`src/rtl/ring_osc_freq_counter.sv`:
```
// Gated frequency counter: counts synchronized rising edges of an asynchronous
// ring-oscillator signal over a programmable window of clk cycles.
module ring_osc_freq_counter #(
    parameter int CNT_W       = 16,
    parameter int GATE_W      = 16,
    parameter int SYNC_STAGES = 2   // must be at least 2
) (
    input  logic              clk,
    input  logic              rst_n,
    input  logic              osc_in,
    input  logic              start,
    input  logic [GATE_W-1:0] gate_len,
    output logic [CNT_W-1:0]  count,
    output logic              valid,
    output logic              overflow,
    output logic              busy
);

    typedef enum logic {IDLE, MEASURE} state_t;

    state_t                 state_q, state_d;
    logic [SYNC_STAGES-1:0] sync_q, sync_d;
    logic                   prev_q, prev_d;
    logic [GATE_W-1:0]      win_ctr_q, win_ctr_d;
    logic [CNT_W-1:0]       acc_q, acc_d;
    logic                   ovf_q, ovf_d;
    logic [CNT_W-1:0]       count_q, count_d;
    logic                   valid_q, valid_d;
    logic                   overflow_q, overflow_d;

    logic                   rise;
    logic [CNT_W:0]         acc_next;

    // Returns {saturated, value}: value holds at all-ones instead of wrapping.
    function automatic logic [CNT_W:0] sat_inc(input logic [CNT_W-1:0] a, input logic inc);
        if (!inc)
            return {1'b0, a};
        else if (&a)
            return {1'b1, a};
        else
            return {1'b0, a + CNT_W'(1)};
    endfunction

    assign rise     = sync_q[SYNC_STAGES-1] & ~prev_q;
    assign acc_next = sat_inc(acc_q, rise);

    always_comb begin
        state_d    = state_q;
        // Front end runs in every state so prev is settled when a window opens.
        sync_d     = {sync_q[SYNC_STAGES-2:0], osc_in};
        prev_d     = sync_q[SYNC_STAGES-1];
        win_ctr_d  = win_ctr_q;
        acc_d      = acc_q;
        ovf_d      = ovf_q;
        count_d    = count_q;
        valid_d    = valid_q;
        overflow_d = overflow_q;

        case (state_q)
            IDLE: begin
                if (start && (gate_len != '0)) begin
                    win_ctr_d = gate_len;
                    acc_d     = '0;
                    ovf_d     = 1'b0;
                    valid_d   = 1'b0;
                    state_d   = MEASURE;
                end
            end
            MEASURE: begin
                acc_d     = acc_next[CNT_W-1:0];
                ovf_d     = ovf_q | acc_next[CNT_W];
                win_ctr_d = win_ctr_q - GATE_W'(1);
                // Last window cycle: publish including this cycle's edge.
                if (win_ctr_q == GATE_W'(1)) begin
                    count_d    = acc_next[CNT_W-1:0];
                    overflow_d = ovf_q | acc_next[CNT_W];
                    valid_d    = 1'b1;
                    state_d    = IDLE;
                end
            end
            default: state_d = IDLE;
        endcase
    end

    always_ff @(posedge clk or negedge rst_n) begin
        if (!rst_n) begin
            state_q    <= IDLE;
            sync_q     <= '0;
            prev_q     <= 1'b0;
            win_ctr_q  <= '0;
            acc_q      <= '0;
            ovf_q      <= 1'b0;
            count_q    <= '0;
            valid_q    <= 1'b0;
            overflow_q <= 1'b0;
        end else begin
            state_q    <= state_d;
            sync_q     <= sync_d;
            prev_q     <= prev_d;
            win_ctr_q  <= win_ctr_d;
            acc_q      <= acc_d;
            ovf_q      <= ovf_d;
            count_q    <= count_d;
            valid_q    <= valid_d;
            overflow_q <= overflow_d;
        end
    end

    assign count    = count_q;
    assign valid    = valid_q;
    assign overflow = overflow_q;
    assign busy     = (state_q == MEASURE);

endmodule

```
`config.mk`:
```
export PLATFORM = sky130hd
export DESIGN_NAME = ring_osc_freq_counter
export DESIGN_NICKNAME = d
export VERILOG_FILES = /design/src/rtl/ring_osc_freq_counter.sv
export SDC_FILE = /design/constraint.sdc
export NUM_CORES = 1
export LEC_CHECK = 0
export ABC_AREA = 1
export BUFFER_PORTS_ARGS = -buffer_cell sky130_fd_sc_hd__buf_2
export CAP_MARGIN = 20
export CORE_UTILIZATION = 55
export DETAILED_ROUTE_END_ITERATION = 10
export GPL_TIMING_DRIVEN = 0
export PLACE_DENSITY = 0.75
export RECOVER_POWER = 25
export SYNTH_ARGS = -nofsm -noshare
export SYNTH_HDL_FRONTEND = slang
export SYNTH_SLANG_ARGS = --single-unit
```
`constraint.sdc`:
```
create_clock -name clk -period 4 [get_ports clk]
set_clock_uncertainty 0.05 [all_clocks]
set_input_delay 0.8 -clock clk [delete_from_list [all_inputs] [get_ports clk]]
set_output_delay 0.8 -clock clk [all_outputs]
set_load 0.03 [all_outputs]
```
==> results of run 1 <==
cells by family after synthesis:
group,synth area share (%)
flip-flops,42.4
AO/OA/AOI/OAI,2.74
adder cells (fa/ha/maj),1.16
XOR/XNOR,1.62
buffers and inverters,7.75
AND/OR/NAND/NOR,44.3
through the flow:
step | hold WS (ns) | cell area (µm²) | worst slack (ns) | cells
global route | 0.313 | 3630 | 1.91 | 586
CTS | 0.311 | 3630 | 2.07 | 586
finish | 0.309 | 3630 | 2.02 | 586
floorplan | 0.281 | 3250 | 2.25 | 467
detailed placement | 0.286 | 3550 | 1.76 | 578
global placement | 0.282 | 3530 | 1.78 | 577
worst register-to-register path: stages (launching register included):
cell     delay [ns]
dfrtp_1        0.43
ha_1           0.24
nand3_1        0.09
nor2_1         0.17
nand2_1        0.12
inv_1          0.14
nand3_1        0.15
nand3_1        0.18
nand2_1        0.07
nand2_1        0.07
state kept, by name, summed over array words and instances, names as in the netlist:
| signal | flops |
|---|---|
| sync_q | 2 |
| count | 16 |
| win_ctr_q | 16 |
| ovf_q | 1 |
| overflow | 1 |
| acc_q | 16 |
| prev_q | 1 |
| busy | 1 |
| valid | 1 |
per-layer routing:
metal	up-vias	wire, µm
met5	-	0
met4	0	126
met3	14	351
met2	100	3630
met1	1491	3950
li1	1607	-
final cells by class:
| type | instances | area, µm² | share of cell area [%] |
|---|---|---|---|
| timing repair buffer | 39 | 209 | 5.75 |
| sequential | 55 | 1380 | 37.9 |
| multi-input combinational | 353 | 1620 | 44.5 |
| clock inverter | 2 | 16.3 | 0.448 |
| buffer | 15 | 86.3 | 2.38 |
| tap | 72 | 90.1 | 2.48 |
| clock buffer | 6 | 72.6 | 2.00 |
| inverter | 44 | 165 | 4.55 |
placed cells by master, fill, tap and decap left out, types with 2 or more instances in the layout:
| cell type | n |
|---|---|
| nand2_1 | 155 |
| nand3_1 | 95 |
| dfrtp_1 | 55 |
| nor2_1 | 48 |
| inv_1 | 43 |
| buf_2 | 40 |
| nand4_1 | 18 |
| o21ai_0 | 11 |
| clkbuf_1 | 6 |
| nor2_2 | 5 |
| clkbuf_8 | 5 |
| nor2_4 | 3 |
| buf_1 | 3 |
| buf_4 | 3 |
| xor2_1 | 3 |
| xnor2_1 | 3 |
| ha_1 | 3 |
| o21bai_1 | 2 |
| buf_6 | 2 |
| nor3_1 | 2 |
worst min path at each step:
stage | from | to | slack, ns | cells after the start
floorplan | sync_q[0]$_DFF_PN0_ | sync_q[1]$_DFF_PN0_ | 0.28 | 0
global placement | sync_q[0]$_DFF_PN0_ | sync_q[1]$_DFF_PN0_ | 0.28 | 0
detailed placement | sync_q[0]$_DFF_PN0_ | sync_q[1]$_DFF_PN0_ | 0.29 | 0
CTS | sync_q[0]$_DFF_PN0_ | sync_q[1]$_DFF_PN0_ | 0.31 | 0
global route | sync_q[0]$_DFF_PN0_ | sync_q[1]$_DFF_PN0_ | 0.31 | 0
finish | sync_q[0]$_DFF_PN0_ | sync_q[1]$_DFF_PN0_ | 0.31 | 0
power by group through the flow:
stage	sequential [mW]	clock, mW	combinational, mW
after detailed placement	0.725	0	0.377
final	0.716	0.318	0.384
after global placement	0.721	0	0.360
after CTS	0.713	0.324	0.381
after floorplan	0.699	0	0.296
after global routing	0.727	0.342	0.445
==> summary.md, run 1 <==
| Metric | Value |
|---|---|
| Status | finished, final reports clean |
| Async set-reset flop share out of synthesis | 100% |
| Switch share | 37.7% |
| Initial Util | 57.9% |
| Slew margin rel. | 32.8% |
| Min cycle time layout | 1.98 ns |
| R2R setup slack | 2.24 ns |
| Synth Instances | 467 |
| Worst R2R Start | acc_q[0]$_DFFE_PN0P_ |
| Vias | 3212 |
| First-pass GRT wire length | 13500 µm |
| RSZ-0062 raised after global routing | false |
| Maximum VDD drop | 0.000178 V |
| Most used DFF post-synth | dfrtp_1 |
| Top post-synthesis cells by area | dfrtp_1 42%, nand2_1 18%, nand3_1 15%, nor2_1 5.6%, inv_1 5.0% |
| Ant diodes | 0 |
| # DRC | 0 |
| Die X | 78.8 µm |
| CTS max path bufs | 2 |
| WP data required | 4.20 ns |
| 1st-iter DRT viols | 292 |
| Vias in the first global route | 2887 |
| R2R depth | 9 |
| Clock-pin slew of the registers on the worst-case setup and hold paths | 0.10 ns |
| CP Class | input port to register |
| Critical Path Sink | acc_q[2]$_DFFE_PN0P_ |
| Crit-path max cell delay | 0.32 ns |
| Slew @ Worst Pin | 1.01 ns |
| Avg Synthesized Cell Area | 6.95 µm² |
| PortBufs | 38 |
| Fin. max-slew vios | 0 |
| H-Tree Depth | 2 |
| CTS sink cnt | 55 |
| CTS root buf | clkbuf_8 |
| Synth Net Count | 490 |
| Switching Power | 535 µW |
| Delay-heaviest family, CP | simple AND/OR/NAND/NOR gates |
| Setup crit start | gate_len[12] |
| I/O Pins | 39 |
| Dpl hpwl | 5920 µm |
| Setup repair bufs after CTS | 0 |
| GRT Overall Usage | 27.8% |
| Critical Path Start Type | input port |
| GR Util met1 | 40.5% |
| Nets | 536 |
| Met2 global-route usage | 43.6% |
| EDFF count, synth | 0 |
| Sequential power share | 50.5% |
| Avg WL per Cell | 13.7 µm |
| Routed vias/inst | 5.48 |
| Core area | 5610 µm² |
| Antenna violations before repair | 0 |
| Setup_tns | 0 ns |
| Max_cap viols | 0 |
| Filler instances | 542 |
| Combinational share of power | 27.1% |
| Flops & latches, synth | 55 |
| Cell Pwr Density | 390 nW/µm² |
| Top-area cell type share of the netlist area | 42.4% |
| Die H | 78.8 µm |
| Worst path bufs/invs | 2 |
| Mapped Area | 3250 µm² |
| Max FO, Critical Path | 10 |
| Share of layout cells above drive strength 1 | 12.5% |
| CTS buffer count | 5 |
| Leading cell types by count after synthesis | 155 x nand2_1, 95 x nand3_1, 55 x dfrtp_1 |
| Synth warn | 0 |
| Leakage power | 1.87 nW |
| Hold Vio Cnt, Final | 0 |
| Area leader, netlist | dfrtp_1 |
| Share of total power in the clock network | 22.4% |
| Post-route ant nets | 0 |
| Hold_buf cts | 0 |
| Crit path cell chain | buf_2, nor2_1, nand2_1, nor2_1, nand2_1, nand2_1, buf_2, nand3_1, nand2_1 |
| Die ar. | 6210 µm² |
| P&R area growth vs syn | 12.0% |
| Most common cell in the netlist | nand2_1 |
| Worst path slowest cell | buf_2 |
| Drt pass-1 iters | 5 |
| Largest net degree at the start of global routing | 39 |
| Most used cell, CP | nand2_1 |
| HP Class | register to register |
| Library cells used by synthesis | 25 |
| Top Usage Layer GRT | met2 |
| Sequential cell area fraction in the yosys report | 42.4% |
| Int Power | 883 µW |
| Insertion delay to the later sink of the worst-skew pair | 0.31 ns |
| Critical path arrival | 2.18 ns |
| M3 GR Usage | 2.76% |
| Finished Core Util | 64.8% |
| Design Power | 1.42 mW |
| Finish-stage setup viols | 0 |
| Worst path depth | 9 |
| GP Congestion | 0.919 |
| FMAX | 505 MHz |
| CTS tree | done |
| Grt ovf | 0 |
| Cts repair resizes | 0 |
| R2R Path End | acc_q[13]$_DFFE_PN0P_ |
| DRT Wirelength | 8050 µm |
| Period utilisation layout | 49.5% |
| Placement Rows | 27 |
| Crit. End Element | register |
Note: power is estimated with default switching activity, not from simulation.
==> run 2: changes to the inputs <==
==> constraint.sdc (replaced) <==
create_clock -name clk -period 2 [get_ports clk]
set_clock_uncertainty 0.05 [all_clocks]
set_input_delay 0.4 -clock clk [delete_from_list [all_inputs] [get_ports clk]]
set_output_delay 0.4 -clock clk [all_outputs]
set_load 0.03 [all_outputs]
==> summary.md, run 2 (synthesis gave the netlist of run 1 again) <==
| Metric | Value |
|---|---|
| Grt ovf | 0 |
| Filler instances | 541 |
| Vias in the first global route | 2887 |
| CTS buffer count | 5 |
| Die H | 78.8 µm |
| Nets | 537 |
| P&R area growth vs syn | 12.3% |
| Crit-path max cell delay | 0.43 ns |
| First-pass GRT wire length | 13500 µm |
| Post-route ant nets | 0 |
| Placement Rows | 27 |
| Max FO, Critical Path | 5 |
| Largest net degree at the start of global routing | 39 |
| Die ar. | 6210 µm² |
| Post-route insts no fill | 587 |
| Max_cap viols | 0 |
| Drt pass-1 iters | 5 |
| Finish-stage setup viols | 0 |
| Placed cell count | 578 |
| Critical path arrival | 1.96 ns |
| Slew @ Worst Pin | 1.03 ns |
| H-Tree Depth | 2 |
| Critical Path Start Type | register |
| Slew margin rel. | 31.3% |
| Delay-heaviest family, CP | simple AND/OR/NAND/NOR gates |
| Vias | 3230 |
| 1st-iter DRT viols | 285 |
| Cell Pwr Density | 779 nW/µm² |
| Core area | 5610 µm² |
| Period utilisation layout | 87.5% |
| Share of layout cells above drive strength 1 | 12.4% |
| CTS max path bufs | 2 |
| Crit. End Element | register |
| Worst path slowest cell | dfrtp_1 |
| GP Congestion | 0.919 |
| HP Class | input port to register |
| CTS sink cnt | 55 |
| DRT Wirelength | 8030 µm |
| # DRC | 0 |
| Crit path cell chain | ha_1, nand3_1, nor2_1, nand2_1, inv_1, nand3_1, nand3_1, nand2_1, nand2_1 |
| RSZ-0062 raised after global routing | false |
| CTS tree | done |
| Initial Util | 57.9% |
| Die X | 78.8 µm |
| Setup_tns | 0 ns |
| Avg WL per Cell | 13.7 µm |
| Hold Vio Cnt, Final | 0 |
| Clock-pin slew of the registers on the worst-case setup and hold paths | 0.10 ns |
| Worst path bufs/invs | 1 |
| Setup repair bufs after CTS | 0 |
| WP data required | 2.21 ns |
| Commonest cells after routing, fill and taps aside | 155 x nand2_1, 95 x nand3_1, 55 x dfrtp_1 |
| Routed vias/inst | 5.50 |
| Fin. max-slew vios | 0 |
| Status | finished, final reports clean |
| Leakage power | 1.88 nW |
| Min cycle time layout | 1.75 ns |
| Dpl hpwl | 5920 µm |
| GRT Overall Usage | 27.8% |
| PortBufs | 38 |
| Maximum VDD drop | 0.000367 V |
| CTS root buf | clkbuf_8 |
| Insertion delay to the later sink of the worst-skew pair | 0.32 ns |
| Antenna violations before repair | 0 |
| CP Class | register to register |
| Leading cell type in the layout, fill and taps excluded | nand2_1 |
| I/O Pins | 39 |
| Ant diodes | 0 |
| FMAX | 571 MHz |
-- run 2: cell types whose count changed in the layout (fill, tap and decap cells not counted) --
cell	change
dlygate4sd3_1	+1
-- run 2: layout make-up --
cell class | count | area (µm²) | area share, %
tap | 72 | 90.1 | 2.47
sequential | 55 | 1380 | 37.8
inverter | 44 | 165 | 4.53
timing repair buffer | 40 | 219 | 6.01
clock inverter | 2 | 16.3 | 0.446
buffer | 15 | 86.3 | 2.37
clock buffer | 6 | 72.6 | 1.99
multi-input combinational | 353 | 1620 | 44.4
-- run 2: worst reg2reg max path: cells and delay by family (launching register included) --
family	cells	cell delay [ns]
adders and majority gates	1	0.24
buffers and inverters	1	0.14
DFF	1	0.43
and+or+nand+nor	7	0.85
-- run 2: through the flow --
stage / util (%) / setup WS (ns) / hold slack (ns) / total power, mW / area (µm²)
4_1_cts: 65.0 / 0.278 / 0.126 / 2.84 / 3640
3_5_place_dp: 63.2 / 0.156 / 0.286 / 2.20 / 3550
2_1_floorplan: - / 0.508 / 0.0544 / 1.99 / 3250
3_3_place_gp: 62.9 / 0.180 / 0.282 / 2.16 / 3530
5_1_grt: 65.0 / 0.0914 / 0.123 / 3.03 / 3640
6_report: 65.0 / 0.250 / 0.133 / 2.84 / 3640
-- run 2: what timing repair did --
| action | in CTS | in global routing |
|---|---|---|
| endpoints found under the hold margin | 17 | 0 |
| gates resized for setup | 0 | 0 |
| hold buffers | 1 | 0 |
-- run 2: metal layers --
layer	GRT usage, %	vias up	part of all wire, %
met5	0	-	0
met4	8.91	0	1.2
met3	2.76	10	5.4
met2	43.6	112	45
met1	40.5	1501	48
li1	-	1607	-
-- run 2: final timing paths --
check                                     start               endpoint  slack [ns]  cells past startpoint
max                        acc_q[0]$_DFFE_PN0P_  acc_q[13]$_DFFE_PN0P_        0.25                      9
min                                      osc_in    sync_q[0]$_DFF_PN0_        0.13                      1
max reg2reg                acc_q[0]$_DFFE_PN0P_  acc_q[13]$_DFFE_PN0P_        0.25                      9
min reg2reg                 sync_q[0]$_DFF_PN0_    sync_q[1]$_DFF_PN0_        0.31                      0
max in group asynchronous                 rst_n   acc_q[0]$_DFFE_PN0P_        0.44                      3
min in group asynchronous                 rst_n   acc_q[5]$_DFFE_PN0P_        0.72                      2
-- run 2: report_power, final --
part / switching (mW) / internal (mW) / leakage, nW
registers: 0.179 / 1.25 / 0.629
logic: 0.507 / 0.264 / 1.20
clock network: 0.385 / 0.253 / 0.0418
total: 1.07 / 1.77 / 1.88
==> run 3: changes to the inputs <==
--- a/config.mk
+++ b/config.mk
@@ -6,12 +6,13 @@
 export NUM_CORES = 1
 export LEC_CHECK = 0
 export ABC_AREA = 1
-export BUFFER_PORTS_ARGS = -buffer_cell sky130_fd_sc_hd__buf_2
 export CAP_MARGIN = 20
 export CORE_UTILIZATION = 55
 export DETAILED_ROUTE_END_ITERATION = 10
+export DONT_BUFFER_PORTS = 1
 export GPL_TIMING_DRIVEN = 0
-export PLACE_DENSITY = 0.75
+export MAX_ROUTING_LAYER = met4
+export PLACE_DENSITY = 0.69
 export RECOVER_POWER = 25
 export SYNTH_ARGS = -nofsm -noshare
 export SYNTH_HDL_FRONTEND = slang
==> summary.md, run 3 (synthesis gave the netlist of run 1 again) <==
| Metric | Value |
|---|---|
| Maximum VDD drop | 0.000445 V |
| Post-route ant nets | 0 |
| Max FO, Critical Path | 10 |
| WP data required | 2.15 ns |
| Insertion delay to the later sink of the worst-skew pair | 0.31 ns |
| CP Class | register to register |
| Crit-path max cell delay | 0.60 ns |
| Core area | 5610 µm² |
| Crit path cell chain | buf_2, nand3_1, nor2_1, nand3_1, nand3_1, nand3_1 |
| P&R area growth vs syn | 6.52% |
| R2R depth | 6 |
| Nets | 499 |
| Placement Rows | 27 |
| Setup repair bufs after CTS | 0 |
| 1st-iter DRT viols | 123 |
| Leading cell type in the layout, fill and taps excluded | nand2_1 |
| Clock-pin slew of the registers on the worst-case setup and hold paths | 0.10 ns |
| Die ar. | 6210 µm² |
| Die X | 78.8 µm |
| Slew margin rel. | 16.7% |
| Finished Core Util | 61.6% |
| HP Class | input port to register |
| Slew @ Worst Pin | 1.25 ns |
| Post-route insts no fill | 548 |
| Cts repair resizes | 0 |
| Min cycle time layout | 1.79 ns |
| Grt ovf | 0 |
| Initial Util | 57.9% |
| Vias in the first global route | 2938 |
| I/O Pins | 39 |
| Antenna violations before repair | 0 |
| Die H | 78.8 µm |
| Filler instances | 537 |
| Hold Vio Cnt, Final | 0 |
| RSZ-0062 raised after global routing | false |
| Cell Pwr Density | 842 nW/µm² |
| Most used cell, CP | nand3_1 |
| Critical Path Sink | win_ctr_q[14]$_DFFE_PN0P_ |
| Area of the multi-input gates | 1620 µm² |
| R2R Path End | win_ctr_q[14]$_DFFE_PN0P_ |
| Worst path slowest cell | dfrtp_1 |
| Leakage power | 1.71 nW |
| Status | finished, final reports clean |
| Worst R2R Start | busy$_DFF_PN0_ |
| Setup WS post-layout | 0.212 ns |
| First-pass GRT wire length | 13600 µm |
| Design Power | 2.91 mW |
| CTS tree | done |
| Vias | 3026 |
| Max_cap viols | 0 |
| Critical Path Start Type | register |
| Drt pass-1 iters | 4 |
| Fin. max-slew vios | 0 |
| Routed vias/inst | 5.52 |
| Setup_tns | 0 ns |
| Final instance area | 3460 µm² |
| # DRC | 0 |
| Critical path arrival | 1.94 ns |
| Crit. End Element | register |
| GP Congestion | 0.877 |
| CTS buffer count | 5 |
| PortBufs | 0 |
| Placement Setup Slack | 0.225 ns |
| H-Tree Depth | 2 |
| Largest net degree at the start of global routing | 56 |
| Commonest cells after routing, fill and taps aside | 155 x nand2_1, 95 x nand3_1, 55 x dfrtp_1 |
| R2R setup slack | 0.21 ns |
| Hold_buf cts | 2 |
| GRT Overall Usage | 28.9% |
| Dpl cell area | 3340 µm² |
| DRT Wirelength | 7890 µm |
| Ant diodes | 0 |
| Share of layout cells above drive strength 1 | 5.67% |
| Hold Crit Depth | 0 |
| FMAX | 559 MHz |
| Setup crit start | busy$_DFF_PN0_ |
| Dpl hpwl | 5830 µm |
| Hold WS | 0.0625 ns |
| CTS max path bufs | 2 |
| Finish-stage setup viols | 0 |
| CTS sink cnt | 55 |
| CTS root buf | clkbuf_8 |
| Placed cell count | 539 |
| Period utilisation layout | 89.4% |
| Avg WL per Cell | 14.4 µm |
| Register area | 1380 µm² |
run 3: changes by cell type in the layout (fill, tap and decap cells not counted):
cell	previous run	this run
buf_2	40	4
clkbuf_1	6	4
buf_12	1	0
bufinv_16	0	1
inv_6	1	0
run 3: routing by layer:
metal / global-route usage [%] / vias up / routed length (µm)
met4: 10.5 / 0 / 167
li1: - / 1526 / -
met1: 38.3 / 1407 / 3620
met2: 45.7 / 78 / 3760
met5: - / - / 0
met3: 3.91 / 15 / 348
run 3: worst min path at each step:
stage,startpoint,to,slack [ns]
after CTS,osc_in,sync_q[0]$_DFF_PN0_,0.05
final,osc_in,sync_q[0]$_DFF_PN0_,0.06
after floorplan,rst_n,acc_q[0]$_DFFE_PN0P_,0.05
after detailed placement,rst_n,acc_q[5]$_DFFE_PN0P_,0.06
after global routing,osc_in,sync_q[0]$_DFF_PN0_,0.04
after global placement,rst_n,count[5]$_DFFE_PN0P_,0.06
run 3: worst max-delay path, delay by kind of cell (launching register included):
kind          cells  cell delay [ns]
flops             1             0.60
buf+inv           1             0.31
simple gates      5             0.71
run 3: power breakdown:
group / leakage [nW] / internal (mW) / switching, mW / total (mW)
sequential: 0.629 / 1.25 / 0.181 / 1.43
combinational: 1.03 / 0.247 / 0.491 / 0.738
clock: 0.0502 / 0.367 / 0.374 / 0.741
run 3: final cells by class:
cell class	count	area share (%)
Buffer	15	2.50
Clock inverter	2	1.09
Clock buffer	5	1.99
Multi-Input combinational cell	353	46.8
Tap cell	72	2.61
Inverter	44	4.78
Sequential cell	55	39.8
Timing Repair Buffer	2	0.434
